--- src/rtl/axi_config_arb.sv ---
// Two-port round-robin arbiter in front of one single-port register target.
// Optional sticky error port: define AXI_CONFIG_ARB_ERR_EN.
module axi_config_arb #(
  parameter int ADDR_WIDTH         = 32,
  parameter int DATA_WIDTH         = 32,
  parameter int STRB_WIDTH         = DATA_WIDTH / 8,
  parameter int FIFO_DEPTH         = 4,
  parameter int MAX_RD_OUTSTANDING = 4
) (
  input  logic                  clk,
  input  logic                  rst_n,
  input  logic                  s0_rd,
  input  logic [ADDR_WIDTH-1:0] s0_raddr,
  output logic [DATA_WIDTH-1:0] s0_rdata,
  output logic                  s0_rvalid,
  input  logic                  s0_wr,
  input  logic [ADDR_WIDTH-1:0] s0_waddr,
  input  logic [DATA_WIDTH-1:0] s0_wdata,
  input  logic [STRB_WIDTH-1:0] s0_wstrb,
  output logic                  s0_full,
  input  logic                  s1_rd,
  input  logic [ADDR_WIDTH-1:0] s1_raddr,
  output logic [DATA_WIDTH-1:0] s1_rdata,
  output logic                  s1_rvalid,
  input  logic                  s1_wr,
  input  logic [ADDR_WIDTH-1:0] s1_waddr,
  input  logic [DATA_WIDTH-1:0] s1_wdata,
  input  logic [STRB_WIDTH-1:0] s1_wstrb,
  output logic                  s1_full,
  output logic                  m_rd,
  output logic [ADDR_WIDTH-1:0] m_raddr,
  input  logic [DATA_WIDTH-1:0] m_rdata,
  input  logic                  m_rvalid,
  output logic                  m_wr,
  output logic [ADDR_WIDTH-1:0] m_waddr,
  output logic [DATA_WIDTH-1:0] m_wdata,
  output logic [STRB_WIDTH-1:0] m_wstrb
`ifdef AXI_CONFIG_ARB_ERR_EN
  ,
  output logic [1:0]            err
`endif
);

  localparam int PW = $clog2(FIFO_DEPTH);
  localparam int CW = PW + 1;
  localparam int TW = (MAX_RD_OUTSTANDING > 1) ? $clog2(MAX_RD_OUTSTANDING) : 1;
  localparam int TD = 1 << TW;
  localparam int OW = $clog2(MAX_RD_OUTSTANDING) + 1;

  typedef struct packed {
    logic                  is_wr;
    logic [ADDR_WIDTH-1:0] addr;
    logic [DATA_WIDTH-1:0] data;
    logic [STRB_WIDTH-1:0] strb;
  } entry_t;

  logic [1:0]            rd_s;
  logic [1:0]            wr_s;
  logic [ADDR_WIDTH-1:0] raddr_s [2];
  logic [ADDR_WIDTH-1:0] waddr_s [2];
  logic [DATA_WIDTH-1:0] wdata_s [2];
  logic [STRB_WIDTH-1:0] wstrb_s [2];
  entry_t                head_s  [2];
  logic [1:0]            valid_s;
  logic [1:0]            elig_s;
  logic [1:0]            pop_s;
  logic [1:0]            full_s;
  logic                  rd_room_s;
  logic                  gnt_valid_s;
  logic                  gnt_id_s;
  entry_t                gnt_ent_s;
  logic                  issue_rd_s;
  logic                  issue_wr_s;
  logic                  ret_s;
  logic                  tag_head_s;
  logic                  last_r;
  logic                  tag_mem_r [TD];
  logic [TW-1:0]         tag_wptr_r;
  logic [TW-1:0]         tag_rptr_r;
  logic [OW-1:0]         out_cnt_r;

  assign rd_s       = {s1_rd, s0_rd};
  assign wr_s       = {s1_wr, s0_wr};
  assign raddr_s[0] = s0_raddr;
  assign raddr_s[1] = s1_raddr;
  assign waddr_s[0] = s0_waddr;
  assign waddr_s[1] = s1_waddr;
  assign wdata_s[0] = s0_wdata;
  assign wdata_s[1] = s1_wdata;
  assign wstrb_s[0] = s0_wstrb;
  assign wstrb_s[1] = s1_wstrb;
  assign s0_full    = full_s[0];
  assign s1_full    = full_s[1];
  assign rd_room_s  = (out_cnt_r < OW'(MAX_RD_OUTSTANDING));

  // The head bypasses an empty FIFO so an uncontended request issues the same cycle.
  for (genvar p = 0; p < 2; p++) begin : g_port
    entry_t        mem_r [FIFO_DEPTH];
    logic [PW-1:0] wptr_r;
    logic [PW-1:0] rptr_r;
    logic [CW-1:0] cnt_r;
    logic [CW-1:0] cnt_nxt_s;
    logic          full_r;
    logic [1:0]    in_cnt_s;
    entry_t        wr_ent_s;
    entry_t        rd_ent_s;

    assign wr_ent_s  = '{is_wr: 1'b1, addr: waddr_s[p], data: wdata_s[p], strb: wstrb_s[p]};
    assign rd_ent_s  = '{is_wr: 1'b0, addr: raddr_s[p], data: '0, strb: '0};
    assign in_cnt_s  = full_r ? 2'd0 : ({1'b0, wr_s[p]} + {1'b0, rd_s[p]});
    assign cnt_nxt_s = cnt_r + CW'(in_cnt_s) - CW'(pop_s[p]);
    assign head_s[p] = (cnt_r != '0) ? mem_r[rptr_r] : (wr_s[p] ? wr_ent_s : rd_ent_s);
    assign valid_s[p] = (cnt_r != '0) || (in_cnt_s != 2'd0);
    assign elig_s[p]  = valid_s[p] && (head_s[p].is_wr || rd_room_s);
    assign full_s[p]  = full_r;

    // Command FIFO: write lands before read; a bypassed entry is skipped by the read pointer.
    always_ff @(posedge clk) begin
      if (!rst_n) begin
        wptr_r <= '0;
        rptr_r <= '0;
        cnt_r  <= '0;
        full_r <= 1'b0;
      end else begin
        if (in_cnt_s == 2'd2) begin
          mem_r[wptr_r]                <= wr_ent_s;
          mem_r[wptr_r + PW'(1'b1)]    <= rd_ent_s;
        end else if (in_cnt_s == 2'd1) begin
          mem_r[wptr_r] <= wr_s[p] ? wr_ent_s : rd_ent_s;
        end
        wptr_r <= wptr_r + PW'(in_cnt_s);
        rptr_r <= rptr_r + PW'(pop_s[p]);
        cnt_r  <= cnt_nxt_s;
        full_r <= (cnt_nxt_s > CW'(FIFO_DEPTH - 2));
      end
    end
  end

  // Round-robin grant; last_r names the port served most recently.
  always_comb begin
    gnt_valid_s = 1'b0;
    gnt_id_s    = 1'b0;
    case (elig_s)
      2'b01: begin
        gnt_valid_s = 1'b1;
        gnt_id_s    = 1'b0;
      end
      2'b10: begin
        gnt_valid_s = 1'b1;
        gnt_id_s    = 1'b1;
      end
      2'b11: begin
        gnt_valid_s = 1'b1;
        gnt_id_s    = ~last_r;
      end
      default: begin
        gnt_valid_s = 1'b0;
        gnt_id_s    = 1'b0;
      end
    endcase
  end

  assign pop_s      = gnt_valid_s ? (gnt_id_s ? 2'b10 : 2'b01) : 2'b00;
  assign gnt_ent_s  = head_s[gnt_id_s];
  assign issue_rd_s = gnt_valid_s && !gnt_ent_s.is_wr;
  assign issue_wr_s = gnt_valid_s && gnt_ent_s.is_wr;
  assign ret_s      = m_rvalid && (out_cnt_r != '0);
  assign tag_head_s = tag_mem_r[tag_rptr_r];

  // Issue register, read-tag FIFO and response steering.
  always_ff @(posedge clk) begin
    if (!rst_n) begin
      m_rd       <= 1'b0;
      m_wr       <= 1'b0;
      m_raddr    <= '0;
      m_waddr    <= '0;
      m_wdata    <= '0;
      m_wstrb    <= '0;
      last_r     <= 1'b1;
      tag_wptr_r <= '0;
      tag_rptr_r <= '0;
      out_cnt_r  <= '0;
      s0_rvalid  <= 1'b0;
      s1_rvalid  <= 1'b0;
      s0_rdata   <= '0;
      s1_rdata   <= '0;
    end else begin
      m_rd <= issue_rd_s;
      m_wr <= issue_wr_s;
      if (issue_rd_s) begin
        m_raddr                <= gnt_ent_s.addr;
        tag_mem_r[tag_wptr_r]  <= gnt_id_s;
        tag_wptr_r             <= tag_wptr_r + TW'(1'b1);
      end
      if (issue_wr_s) begin
        m_waddr <= gnt_ent_s.addr;
        m_wdata <= gnt_ent_s.data;
        m_wstrb <= gnt_ent_s.strb;
      end
      if (gnt_valid_s) begin
        last_r <= gnt_id_s;
      end
      if (ret_s) begin
        tag_rptr_r <= tag_rptr_r + TW'(1'b1);
      end
      out_cnt_r <= out_cnt_r + OW'(issue_rd_s) - OW'(ret_s);
      s0_rvalid <= ret_s && !tag_head_s;
      s1_rvalid <= ret_s && tag_head_s;
      if (ret_s && !tag_head_s) begin
        s0_rdata <= m_rdata;
      end
      if (ret_s && tag_head_s) begin
        s1_rdata <= m_rdata;
      end
    end
  end

`ifdef AXI_CONFIG_ARB_ERR_EN
  logic drop_s;
  logic orphan_s;

  assign drop_s   = |((rd_s | wr_s) & full_s);
  assign orphan_s = m_rvalid && (out_cnt_r == '0);

  // Sticky error flags: bit 0 dropped request, bit 1 orphan response.
  always_ff @(posedge clk) begin
    if (!rst_n) begin
      err <= 2'b00;
    end else begin
      err <= err | {orphan_s, drop_s};
    end
  end
`endif

endmodule

--- config.mk ---
export PLATFORM = sky130hd
export DESIGN_NAME = axi_config_arb
export DESIGN_NICKNAME = d
export VERILOG_FILES = /design/src/rtl/axi_config_arb.sv
export SDC_FILE = /design/constraint.sdc
export NUM_CORES = 1
export LEC_CHECK = 0
export BUFFER_PORTS_ARGS = -buffer_cell sky130_fd_sc_hd__clkbuf_2
export CORE_ASPECT_RATIO = 1.2
export CORE_MARGIN = 5
export CORE_UTILIZATION = 50
export DETAILED_ROUTE_END_ITERATION = 12
export PLACE_DENSITY_LB_ADDON = 0.1
export SLEW_MARGIN = 15
export SYNTH_ARGS = -nofsm -noshare
export SYNTH_HDL_FRONTEND = slang
export SYNTH_SLANG_ARGS = --single-unit
--- constraint.sdc ---
create_clock -name clk -period 3.6 [get_ports clk]
set_input_delay 0 -clock clk [delete_from_list [all_inputs] [get_ports clk]]
set_output_delay 0 -clock clk [all_outputs]
set_load 0.03 [all_outputs]
Yosys cells after proc, flatten, opt, wreduce, memory -nomap -nowiden
Memories as Yosys holds them, arrays and structs flattened. A register that Yosys moved wholly into a read port is not among the register bits.
Index checks and enable logic that the tools add are counted.
{ "word_totals": {"ff_bits": 192, "latch_bits": 0, "ram_bits": 556, "rom_bits": 0, "inputBits": 239, "out_inout_bits": 170, "n_memories": 3} }
{ "mem_list": {"columns": ["memory", "words", "word_bits", "read_ports", "rd_ports_with_merged_regs", "write_ports", "line", "source"], "rows": [
  ["g_port[0].mem_r", 4, 69, 1, 1, 2, "98", "entry_t mem_r [FIFO_DEPTH];"],
  ["g_port[1].mem_r", 4, 69, 1, 1, 2, "98", null],
  ["tag_mem_r", 4, 1, 1, 1, 1, "77", "logic tag_mem_r [TD];"]
]} }
{ "op_classes": {"addsub": 16, "multipliers": 0, "n_div": 0, "n_lt_le_gt_ge": 4, "n_eq_ne": 7, "shift": 0, "mux": 36, "bitwise_logic": 4, "n_reduce_logical": 19} }
{ "ops": {"columns": ["operator", "count"], "rows": [
  ["69-bit two-way mux", 9],
  ["1-bit two-way mux", 18],
  ["2-bit two-way mux", 8],
  ["3-bit nonzero test", 3],
  ["3-bit by 1-bit subtractor with 3-bit output", 3],
  ["2-bit by 1-bit adder with 2-bit output, second input constant", 4],
  ["2-bit equality test, second input constant", 4],
  ["1-bit logical AND", 7],
  ["3-bit by 2-bit adder with 3-bit output", 2],
  ["2-bit by 1-bit equality test with 1-bit output, second input constant", 3],
  ["3-bit by 2-bit greater-than comparator with 1-bit output, second input constant", 2],
  ["1-bit by 1-bit adder with 2-bit output", 2],
  ["2-bit by 1-bit adder with 2-bit output", 2],
  ["2-bit adder", 2],
  ["1-bit logical OR", 4],
  ["2-bit nonzero test", 2],
  ["3-bit by 1-bit adder with 3-bit output", 1],
  ["3-bit less-than comparator, second input constant", 1],
  ["3-bit OR reduction", 1],
  ["2-bit greater-or-equal comparator, second input constant", 1],
  ["1-bit zero test", 2],
  ["1-bit NOT with 2-bit output", 1],
  ["1-bit OR", 2],
  ["1-bit case mux with 2 select lines", 1],
  ["1-bit NOT", 1]
]} }

Logic depth before layout (Yosys ltp)
{ "logic_depth": {"word_depth": 16, "depth_mapped": 14, "mapped_depth_nobuf": 12} }

Least setup slack after synthesis
OpenSTA, ideal clock, no wires.
{ "synth_path": {"path_kind": "register to register", "startpoint": "register g_port[0].rptr_r[0] (netlist name)", "endpoint": "register g_port[1].full_r, in the netlist s1_full", "setup_time_ns": 0.057, "arrival_time_ns": 3.092, "required_time_ns": 3.543, "slack_ns": 0.451, "stages_incl_launch_ff": 15, "n_path_buf": 3, "path_cell_list": "dfxtp_1 > buf_4 > mux4_2 > mux2i_4 > a21oi_1 > a21oi_1 > buf_2 > buf_2 > xnor2_1 > ha_1 > fa_1 > xor2_1 > and2_1 > nor3_1 > a21o_1"} }
{ "synth_lines": {"columns": ["element", "line", "source"], "rows": [
  ["end signal: assignment", "134", "full_r <= (cnt_nxt_s > CW'(FIFO_DEPTH - 2));"],
  ["end: declaration", "103", "logic full_r;"]
]} }

==> summary.md <==
| Metric | Value |
|---|---|
| Status | `complete, no violations` |
| Setup TNS | `0 ns` |
| Area fraction of the dominant cell type after synthesis | `0.292` |
| Worst Path Arrival | `3.82 ns` |
| Worst Max-Slew Pin Slew | `1.20 ns` |
| Yosys top cell by area | `dfxtp_1` |
| Flops & latches, synth | `750` |
| DP Wirelength | `72900 um` |
| CTS tree | `built` |
| CP bufs+invs | `2` |
| Hold Fails Final Rpt | `0` |
| Drt pass-1 iters | `6` |
| TritonCTS Sinks | `750` |
| Top_reg_cell synth | `dfxtp_1` |
| Synthesized area per cell | `10.6 um2` |
| Placed cell count | `4258` |
| # rows | `104` |
| Synth cell count leaders | `dfxtp_1 (490), nand3_1 (402), nand2_1 (398), o21ai_0 (359), edfxtp_1 (260)` |
| CP delay by family, top | `simple AND/OR/NAND/NOR gates` |
| Final Non-Filler Cells | `4710` |
| Unrepaired setup endpoints after global routing | `no` |
| Clock slew at reported path FFs | `0.06 ns` |
| Hold Path Class | `in -> reg` |
| Wirelength per Cell | `25.6 um` |
| CP max-delay cell | `nor3_1` |
| H-tree depth | `3` |
| Ports | `409` |
| Vias | `29500` |
| Synth top area cells | `dfxtp_1 (29%), edfxtp_1 (23%), mux4_2 (9.3%)` |
| Layout area overhead | `24.9%` |
| Initial core utilization | `0.503` |
| Gr usage total | `0.317` |
| Most frequent cell after synthesis | `dfxtp_1` |
| Post-synth cell types | `48` |
| Initial antenna violation count | `13` |
| First-pass GRT wire length | `178000 um` |
| Post-Synthesis Net Count | `3443` |
| Kind of critical path | `reg -> reg` |
| Final Cycle Share | `0.928` |
| Share of layout cells above drive strength 1 | `0.216` |
| Number of global-route vias before repair | `29400` |
| Final Wtd Congestion | `0.843` |
| Num CTS Buffers | `78` |
| Die width | `247 um` |
| EDFF count, synth | `260` |
| Synth warn | `0` |
| Die ar. | `0.0726 mm2` |
| Clock skew | `0.0227 ns` |
| Leak pwr | `16.4 nW` |
| Max IR drop VDD | `0.000796 V` |
| CTS max path bufs | `3` |
| FILL cells | `5564` |
| Post-Synthesis Cells | `3187` |
| Residual DRC | `0` |
| CP required | `4.08 ns` |
| Slew margin rel. | `0.199` |
| Largest net degree at the start of global routing | `96` |
| Mapped cell area | `0.0336 mm2` |
| Clock root buffer | `clkbuf_16` |
| Setup repair bufs after CTS | `0` |
| Final setup viols | `0` |
| Core Footprint | `0.0669 mm2` |
| Post-layout minimum cycle time | `3.34 ns` |
| Fmax | `0.299 GHz` |
| Crit path launch type | `flip-flop` |
| Total power per unit cell area | `869 mW/mm2` |
| Register area share after synthesis | `0.524` |
| GRT overflow | `0` |
| Input/output buffers | `408` |
| Crit Path Max Fanout | `32` |
| Total Routed Length | `120000 um` |
| Async set or reset register ratio after synthesis | `0` |
| Crit path largest cell delay | `0.59 ns` |
| Post-layout nets | `3991` |
| Slew Viols, Final | `0` |
| CP Capture Type | `flip-flop` |
| Die height | `294 um` |
| Max cap viols | `0` |
| Crit path cell chain | `nand2_1 -> nor3_1 -> nand2b_2 -> o21ai_2 -> buf_4 -> a22o_1 -> dlygate4sd3_1` |
| Final ANT Viol Nets | `0` |
| Drt via density | `6.25` |
| Detailed Route Iter0 Violations | `2716` |
| Clock Latency Late Sink | `0.62 ns` |
[cells by family (layout without fill, tap and decap cells)]
family | count (synthesis) | count (layout) | synth area share
other cells | 0 | 12 | 0
buf+inv | 336 | 946 | 0.0398
fa+ha+maj | 17 | 17 | 0.00699
compound gates | 848 | 848 | 0.168
simple gates | 979 | 979 | 0.133
xor+xnor | 19 | 19 | 0.00495
flops | 750 | 750 | 0.524
mux | 238 | 238 | 0.123
[where the power goes]
part	total [mW]	internal, mW	switching, mW
Sequential	12.7	11.3	1.34
Clock	8.47	5.05	3.42
Combinational	15.4	5.54	9.82
Total	36.5	21.9	14.6
[tightest hold or removal path, stage by stage]
cell and delay [ns]:
buf_4 0.13, ha_1 0.23, nor4_1 0.13, o22ai_1 0.12
[final cells by class]
type	count	area [um2]	area share
multi-input cells	2101	14800	0.352
clock buffers	114	2430	0.0578
well taps	901	1130	0.0268
flip-flops and latches	750	17600	0.419
inverters	13	53.8	0.00128
clock inverters	28	263	0.00625
diodes	12	30.0	0.000714
repair buffers	791	5680	0.135
[routing by layer]
metal | GRT usage | vias up | routed length [um] | share of wire
met5 | 0 | - | 26 | 0.00022
met4 | 0.171 | 4 | 7180 | 0.060
met3 | 0.0586 | 326 | 10700 | 0.089
met2 | 0.532 | 1617 | 58700 | 0.49
met1 | 0.390 | 14400 | 43800 | 0.36
li1 | - | 13100 | - | -
[registers in the layout, indices dropped and copies added, names as in the netlist, 2 cells and up, named ones only]
signal and flops:
g_port.mem_r 552, tag_wptr_r 2, m_wdata 32, g_port.wptr_r 4, m_wstrb 4, tag_mem_r 4, m_waddr 32, s0_rdata 32
m_raddr 32, g_port.cnt_r 6, g_port.rptr_r 4, tag_rptr_r 2, s1_rdata 32, out_cnt_r 3
[through the flow]
stage               hold WS (ns)   util  setup WS, ns  instance area, um2  total power [mW]
finish                    0.0457  0.628         0.258               42000              36.5
global route              0.0910  0.628         0.115               42000              38.3
CTS                       0.0186  0.628         0.241               42000              36.6
detailed placement         0.248  0.543         0.268               36300              27.8
global placement           0.240  0.543         0.352               36300              27.3
floorplan                  0.136      -         0.451               33600              22.8
[placed cells by master (no fill, tap or decap), drive strengths merged, types with 2 or more instances in the layout]
cell type / instances
dlygate4sd3: 298
nor2: 30
and3: 8
nand3b: 3
nor3: 72
nor2b: 2
o21ai: 367
a31o: 3
bufinv: 5
ha: 14
a21oi: 105
diode: 12
clkinv: 20
dfxtp: 490
inv: 16
nand3: 402
buf: 87
nand2: 398
o21a: 3
nand4: 36
a211oi: 65
mux2i: 99
a21o: 3
a211o: 2
fa: 3
nand2b: 9
xor2: 7
o211ai: 5
clkbuf: 520
or3: 3
o221ai: 36
xnor2: 12
edfxtp: 260
a22o: 256
and2: 10
mux4: 139
nor4: 3
[worst paths after layout]
path / startpoint / to / slack, ns / cells after the start
setup / recovery: g_port[1].wptr_r[1]$_SDFF_PN0_ / g_port[1].mem_r[2][57]$_DFFE_PP_ / 0.26 / 7
hold reg to reg: s0_rdata[27]$_SDFFE_PN0P_ / s0_rdata[27]$_SDFFE_PN0P_ / 0.46 / 2
setup reg to reg: g_port[1].wptr_r[1]$_SDFF_PN0_ / g_port[1].mem_r[2][57]$_DFFE_PP_ / 0.26 / 7
hold / removal: s1_wr / g_port[1].mem_r[2][68]$_SDFFE_PP0P_ / 0.05 / 4
[what timing repair did]
action / 4_1_cts / 5_1_grt
endpoints found under the setup margin: 0 / 1
endpoints found under the hold margin: 668 / 0
hold buffers: 298 / 0
resized for setup: 0 / 1
Note: power is estimated with default switching activity, not from simulation.
